$ cat src/rtl/game_pkg.sv
// Shared constants and types for the whack-a-mole game.
// Used by the button front end and the score logic.
package game_pkg;

    localparam int DEBOUNCE_CYCLES_DEFAULT = 1000000;
    localparam int DEBOUNCE_CYCLES_SIM     = 4;
    localparam int NUM_MOLES               = 4;

    typedef enum logic [1:0] {
        STABLE_LO = 2'd0,
        ARM_HI    = 2'd1,
        STABLE_HI = 2'd2,
        ARM_LO    = 2'd3
    } debounce_state_e;

    // Counter width for a debounce of n cycles; never narrower than one bit.
    function automatic int debounce_cnt_width(input int n);
        return (n <= 2) ? 1 : $clog2(n);
    endfunction

endpackage

$ cat src/rtl/debounce_channel.sv
// One button channel: two-flop synchroniser, debounce FSM and counter.
// Level, press and release outputs are registered; press_next feeds the multi-press detector.
module debounce_channel
    import game_pkg::*;
#(
    parameter int DEBOUNCE_CYCLES = DEBOUNCE_CYCLES_DEFAULT
) (
    input  logic            clk,
    input  logic            reset,
    input  logic            raw,
    output logic            level,
    output logic            press,
    output logic            released,
    output logic            press_next,
    output debounce_state_e state
);

    localparam int              CNT_W    = debounce_cnt_width(DEBOUNCE_CYCLES);
    localparam logic [CNT_W-1:0] CNT_LAST = CNT_W'(DEBOUNCE_CYCLES - 1);

    logic             sync1;
    logic             sync2;
    debounce_state_e  state_d;
    logic [CNT_W-1:0] cnt_q;
    logic [CNT_W-1:0] cnt_d;
    logic             level_d;
    logic             press_d;
    logic             release_d;

    // A glitch in either ARM state drops straight back to the stable state with a
    // cleared counter, so every acceptance needs a fresh unbroken run of samples.
    always_comb begin
        state_d   = state;
        cnt_d     = cnt_q;
        level_d   = level;
        press_d   = 1'b0;
        release_d = 1'b0;
        case (state)
            STABLE_LO: begin
                if (sync2) begin
                    state_d = ARM_HI;
                    cnt_d   = '0;
                end
            end
            ARM_HI: begin
                if (!sync2) begin
                    state_d = STABLE_LO;
                    cnt_d   = '0;
                end else if (cnt_q == CNT_LAST) begin
                    state_d = STABLE_HI;
                    cnt_d   = '0;
                    level_d = 1'b1;
                    press_d = 1'b1;
                end else begin
                    cnt_d = cnt_q + 1'b1;
                end
            end
            STABLE_HI: begin
                if (!sync2) begin
                    state_d = ARM_LO;
                    cnt_d   = '0;
                end
            end
            ARM_LO: begin
                if (sync2) begin
                    state_d = STABLE_HI;
                    cnt_d   = '0;
                end else if (cnt_q == CNT_LAST) begin
                    state_d   = STABLE_LO;
                    cnt_d     = '0;
                    level_d   = 1'b0;
                    release_d = 1'b1;
                end else begin
                    cnt_d = cnt_q + 1'b1;
                end
            end
            default: begin
                state_d = STABLE_LO;
                cnt_d   = '0;
                level_d = 1'b0;
            end
        endcase
    end

    always_ff @(posedge clk) begin
        if (reset) begin
            sync1    <= 1'b0;
            sync2    <= 1'b0;
            state    <= STABLE_LO;
            cnt_q    <= '0;
            level    <= 1'b0;
            press    <= 1'b0;
            released <= 1'b0;
        end else begin
            sync1    <= raw;
            sync2    <= sync1;
            state    <= state_d;
            cnt_q    <= cnt_d;
            level    <= level_d;
            press    <= press_d;
            released <= release_d;
        end
    end

    assign press_next = press_d;

endmodule

$ cat src/rtl/btn_conditioner.sv
// Front end for the whack buttons: NUM_BTN independent debounce channels plus a
// registered flag for two or more presses accepted on the same cycle.
module btn_conditioner
    import game_pkg::*;
#(
    parameter int NUM_BTN         = NUM_MOLES,
    parameter int DEBOUNCE_CYCLES = DEBOUNCE_CYCLES_DEFAULT
) (
    input  logic               clk,
    input  logic               reset,
    input  logic [NUM_BTN-1:0] btn_raw,
    output logic [NUM_BTN-1:0] btn_level,
    output logic [NUM_BTN-1:0] btn_press,
    output logic [NUM_BTN-1:0] btn_release,
    output logic               multi_press
);

    logic [NUM_BTN-1:0] press_next;
    debounce_state_e    chan_state [NUM_BTN];

    for (genvar i = 0; i < NUM_BTN; i++) begin : g_chan
        debounce_channel #(
            .DEBOUNCE_CYCLES(DEBOUNCE_CYCLES)
        ) u_chan (
            .clk       (clk),
            .reset     (reset),
            .raw       (btn_raw[i]),
            .level     (btn_level[i]),
            .press     (btn_press[i]),
            .released  (btn_release[i]),
            .press_next(press_next[i]),
            .state     (chan_state[i])
        );

        a_level_matches_state: assert property (@(posedge clk) disable iff (reset)
            btn_level[i] == ((chan_state[i] == STABLE_HI) || (chan_state[i] == ARM_LO)));

        a_press_release_exclusive: assert property (@(posedge clk) disable iff (reset)
            !(btn_press[i] && btn_release[i]));
    end

    // Built from the next-state press vector so the flag lands on the same cycle as btn_press.
    always_ff @(posedge clk) begin
        if (reset) begin
            multi_press <= 1'b0;
        end else begin
            multi_press <= ($countones(press_next) >= 2);
        end
    end

endmodule
$ cat config.mk
export PLATFORM = sky130hd
export DESIGN_NAME = btn_conditioner
export DESIGN_NICKNAME = d
export VERILOG_FILES = /design/src/rtl/game_pkg.sv /design/src/rtl/debounce_channel.sv /design/src/rtl/btn_conditioner.sv
export SDC_FILE = /design/constraint.sdc
export NUM_CORES = 1
export LEC_CHECK = 0
export ABC_AREA = 1
export BUFFER_PORTS_ARGS = -buffer_cell sky130_fd_sc_hd__buf_2
export CAP_MARGIN = 20
export CORE_UTILIZATION = 47
export CTS_BUF_LIST = sky130_fd_sc_hd__clkbuf_8 sky130_fd_sc_hd__clkbuf_16
export DETAILED_ROUTE_END_ITERATION = 12
export PLACE_DENSITY = 0.73
export SYNTH_ARGS = -nofsm -noshare
export SYNTH_HDL_FRONTEND = slang
export SYNTH_SLANG_ARGS = --single-unit
$ cat constraint.sdc
create_clock -name clk -period 5.6 [get_ports clk]
set_input_delay 0.28 -clock clk [delete_from_list [all_inputs] [get_ports clk]]
set_output_delay 0.28 -clock clk [all_outputs]
set_load 0.01 [all_outputs]
Word-level counts from Yosys, hierarchy flattened:

Cells that the tools add are included.

* register bits: 109
* bits in latches: 0
* bits in writable memories: 0
* memory bits (read-only): 0
* input port bits: 6
* logic and storage cells: 197
* memories kept: 0

* add/subtract/negate cells: 7
* multiply operators: 0
* div/mod/pow operators: 0
* magnitude comparators: 1
* equality and inequality tests: 48
* shift operators: 0
* muxes and demuxes: 84
* bitwise operators: 4
* reduce and logical (&&, ||, !) cells: 24

Operators with widths (count)
* 2-to-1 mux 20 bit: 20
* case mux 20 bit (4 select lines): 4
* adder 20 x 1 -> 20 bit, second input constant: 4
* equality test 20 bit, second input constant: 4
* 2-to-1 mux 2 bit: 24
* != test 2 x 1 -> 1 bit, second input constant: 16
* case mux 2 bit (4 select lines): 4
* 2-to-1 mux 1 bit: 28
* AND reduction 5 bit: 4
* equality test 2 bit, second input constant: 8
* != test 2 bit, second input constant: 8
* AND reduction 4 bit: 4
* != test 3 x 1 -> 1 bit, second input constant: 4
* != test 3 bit, second input constant: 4
* OR reduction 3 bit: 4
* equality test 2 x 1 -> 1 bit, second input constant: 4
* logical NOT 2 bit: 4
* case mux 1 bit (2 select lines): 4
* AND reduction 2 bit: 4
* nonzero test 2 bit: 4
* adder 1 x 1 -> 2 bit: 2
* inverter 1 bit: 4
* adder 2 x 2 -> 3 bit: 1
* >= comparator 3 x 2 -> 1 bit, second input constant: 1

Longest topological paths before layout:

* word-level depth: 7
* depth in mapped cells: 11
* depth with buffers taken out: 11

Modules after synthesis:

Synthesis repeated with hierarchy kept, for this count alone.

* cell total of the unflattened synthesis: 1034
* area, all modules: 6546.3 um^2

Modules (own cells, without submodules)
* debounce_channel (g_chan[0].u_chan ...): instances 3, cells each 261, area an instance 1639.1 um^2
* debounce_channel (g_chan[3].u_chan): instances 1, cells each 243, area an instance 1561.5 um^2
* btn_conditioner: instances 1, cells each 8, area an instance 67.6 um^2

Worst setup path after synthesis:

No wires, ideal clock.

* path type: register -> register
* from: reg g_chan[0].u_chan.cnt_q[0]
* to: reg multi_press
* data arrival time: 2.127 ns
* required time: 5.541 ns
* path slack: 3.414 ns
* cell stages (with the launch flop): 9
* cells stage by stage: dfxtp_1 -> ha_1 -> inv_1 -> nor3_4 -> nand4_1 -> or2_4 -> fa_1 -> or2_2 -> nand2_1

* longest elaborated chain between the ends: 7

Ends and longest elaborated chain
* from (decl): line debounce_channel.sv:24 `logic [CNT_W-1:0] cnt_q;`
* from (signal assigned): line debounce_channel.sv:98 `cnt_q <= cnt_d;`
* equality test 20 bit: line debounce_channel.sv:49 `end else if (cnt_q == CNT_LAST) begin`
* 2-to-1 mux 1 bit: line debounce_channel.sv:49
* 2-to-1 mux 1 bit: line debounce_channel.sv:46 `if (!sync2) begin`
* 2-to-1 mux 1 bit: line debounce_channel.sv:38 `case (state)`
* adder 1 x 1 -> 2 bit (implied by the code): line btn_conditioner.sv:47 `multi_press <= ($countones(press_next) >= 2);`
* adder 2 x 2 -> 3 bit (implied by the code): line btn_conditioner.sv:47
* >= comparator 3 x 2 -> 1 bit: line btn_conditioner.sv:47
* to (signal assigned): line btn_conditioner.sv:47
* to (decl): line btn_conditioner.sv:15 `output logic multi_press`

No other way between the ends.
A chain may end at the register's enable or synchronous reset.

Worst setup path after layout:

Same ends and word-level chain as after synthesis.

==> flow_metrics.tcl <==
set metrics [dict create \
    track_usage 0.210 \
    cts-hold-fix-buffers 0 \
    cp-end-kind "flop" \
    drtAntennaViolNets 0 \
    place_congestion 0.891 \
    crit_path_max_fanout 6 \
    yosysWarnings 0 \
    synthToLayoutAreaGrowth_pct 6.88 \
    rows 42 \
    fin_skew_ns 0.00752 \
    die_y_um 119 \
    hold_viol_final 0 \
    drc 0 \
    cts_buffer_depth 2 \
    synth_edf_count 0 \
    met2_usage 0.331 \
    drive_gt1_frac 0.112 \
    power_density_mw_per_mm2 239 \
    grt_start_max_net_pins 56 \
    cts_tree "done" \
    worst_pin_slew_ns 1.00 \
    synth_top_area_share 0.342 \
    wl_um 14100 \
    antenna_found_initial 0 \
    fin_setup_tns_ns 0 \
    hold_class "input port to flop" \
    finalCritPeriodShare 0.431 \
    ioPinCount 19 \
    max_cap_viol_count 0 \
    syn_inst 990 \
    synth_flop_cell "dfxtp_1" \
    outcome "completed" \
    initialDrtViolationCount 351 \
    busiest_layer "met2" \
    cts_sinks 109 \
    ir_worst_vdd_uv 210 \
    clk_pin_slew_ns 0.08 \
    cp-start-kind "flop" \
    post_cts_buffers 0 \
    timing.critical_path.required_ns 5.87 \
    grt-ovfl-total 0 \
    setup_violations 0 \
    dp_hpwl_um 9730 \
    portBuffers 18 \
    avgSynthCellArea_um2 6.45 \
    fmax_mhz 414 \
    slew_headroom 0.331 \
    leakagePower_nw 2.43 \
    period_needed_ns 2.41 \
    async_reset_ff_frac 0 \
    synthDistinctLibCells 45 \
    yosys-top-cells-count "nand2_1, nor2_1, inv_1" \
    core_mm2 0.0132 \
    drtPass1Iterations 5 \
    synth_area_leaders "dfxtp_1, nand2_1, nor2_1, inv_1, nand3_1" \
    synthesis.area_mm2 0.00638 \
    initial_utilization 0.482 \
    n_fill_cell 1349 \
    root_buffer "clkbuf_16" \
    vias 5868 \
    cts_resized 0 \
    antenna_cells 0 \
    critPathKind "flop to flop" \
    synth_nets 1001 \
    yosysTopAreaCell "dfxtp_1" \
    viasPerCell 5.02 \
    die_area_mm2 0.0140 \
    cp.arrival_ns 2.68 \
    nNetsFinal 999 \
    cts_made_buffers 9 \
    use_met1 0.287 \
    h-tree-depth 3 \
    total_power_mw 1.63 \
    ys_seq_area_frac 0.342 \
    rsz0062_at_grt "false" \
    use_met3 0.0410 \
    insertion_delay_ns 0.37 \
    ys_ff_latch 109 \
    grt_pass1_vias 5282 \
    slew_violations 0 \
    die_w_um 119 \
    wl_per_cell_um 12.1 \
    grt_first_pass_wirelength_um 24200 \
    synth.most_common_cell "nand2_1" \
]
metal layers:
layer	part of all wire	vias up	wire length (um)
li1	-	3138	-
met1	0.52	2623	7270
met2	0.44	88	6140
met3	0.031	19	443
met4	0.018	0	248
met5	0	-	0
report_power, final:
part | switching (mW) | internal, mW
Sequential | 0.00840 | 0.785
Combinational | 0.0892 | 0.0242
Clock | 0.322 | 0.400
Total | 0.419 | 1.21
final cells by class:
cell class	count	area, um2	area share
Multi-Input combinational cell	726	3520	0.517
Clock inverter	7	108	0.0158
Sequential cell	109	2180	0.320
Timing Repair Buffer	19	97.6	0.0143
Clock buffer	9	225	0.0330
Tap cell	176	220	0.0323
Inverter	123	464	0.0680
worst max-delay path: stages (launching register included):
cell and delay [ns]:
dfxtp_1 0.44, ha_1 0.30, inv_1 0.12, nor3_4 0.29, nand4_1 0.16, or2_4 0.28
fa_1 0.54, inv_1 0.04, nand4_1 0.08, nand2_1 0.06
final timing paths:
path | startpoint | to | slack [ns] | depth (start not counted)
min | btn_raw[3] | g_chan[3].u_chan.sync1 | 0.11 | 3
max | g_chan[0].u_chan.cnt_q[0] | multi_press | 3.19 | 9
max reg2reg | g_chan[0].u_chan.cnt_q[0] | multi_press | 3.19 | 9
min reg2reg | g_chan[1].u_chan.sync1 | g_chan[1].u_chan.sync2 | 0.41 | 2
registers in the layout, indices dropped and copies added, names as in the netlist, named ones only:
signal                  flops
g_chan.u_chan.sync1         4
g_chan.u_chan.released      4
g_chan.u_chan.sync2         4
multi_press                 1
g_chan.u_chan.press         4
g_chan.u_chan.state         4
g_chan.u_chan.cnt_q        80
g_chan.u_chan.level         4
cells by family after synthesis:
family	Yosys count	share of synthesized area
xor+xnor	6	0.00824
flops	109	0.342
fa+ha+maj	5	0.0110
simple gates	584	0.412
buf+inv	155	0.106
compound gates	131	0.121
through the flow:
| step | worst slack (ns) | hold WS [ns] | area [um2] | std cells | util |
|---|---|---|---|---|---|
| after floorplan | 3.41 | 0.387 | 6380 | 990 | - |
| after global placement | 3.28 | 0.389 | 6490 | 1153 | 0.490 |
| after detailed placement | 3.18 | 0.397 | 6490 | 1153 | 0.490 |
| after CTS | 3.17 | 0.103 | 6820 | 1169 | 0.515 |
| after global routing | 3.00 | 0.119 | 6820 | 1169 | 0.515 |
| final | 3.19 | 0.109 | 6820 | 1169 | 0.515 |
cells in the final DEF (no fill, tap or decap), drive strengths merged, types with 2 or more instances in the layout:
| cell | instances |
|---|---|
| bufinv | 2 |
| nand2 | 298 |
| or2 | 7 |
| clkinv | 4 |
| nand3b | 5 |
| buf | 19 |
| inv | 123 |
| xor2 | 3 |
| o21ai | 51 |
| a21oi | 69 |
| o22ai | 3 |
| nand4 | 20 |
| dfxtp | 109 |
| nor3 | 18 |
| ha | 4 |
| xnor2 | 3 |
| clkbuf | 9 |
| o21bai | 4 |
| nor2 | 148 |
| nand3 | 86 |
| o211ai | 2 |
No activity file was read; power rests on OpenSTA's default activity.
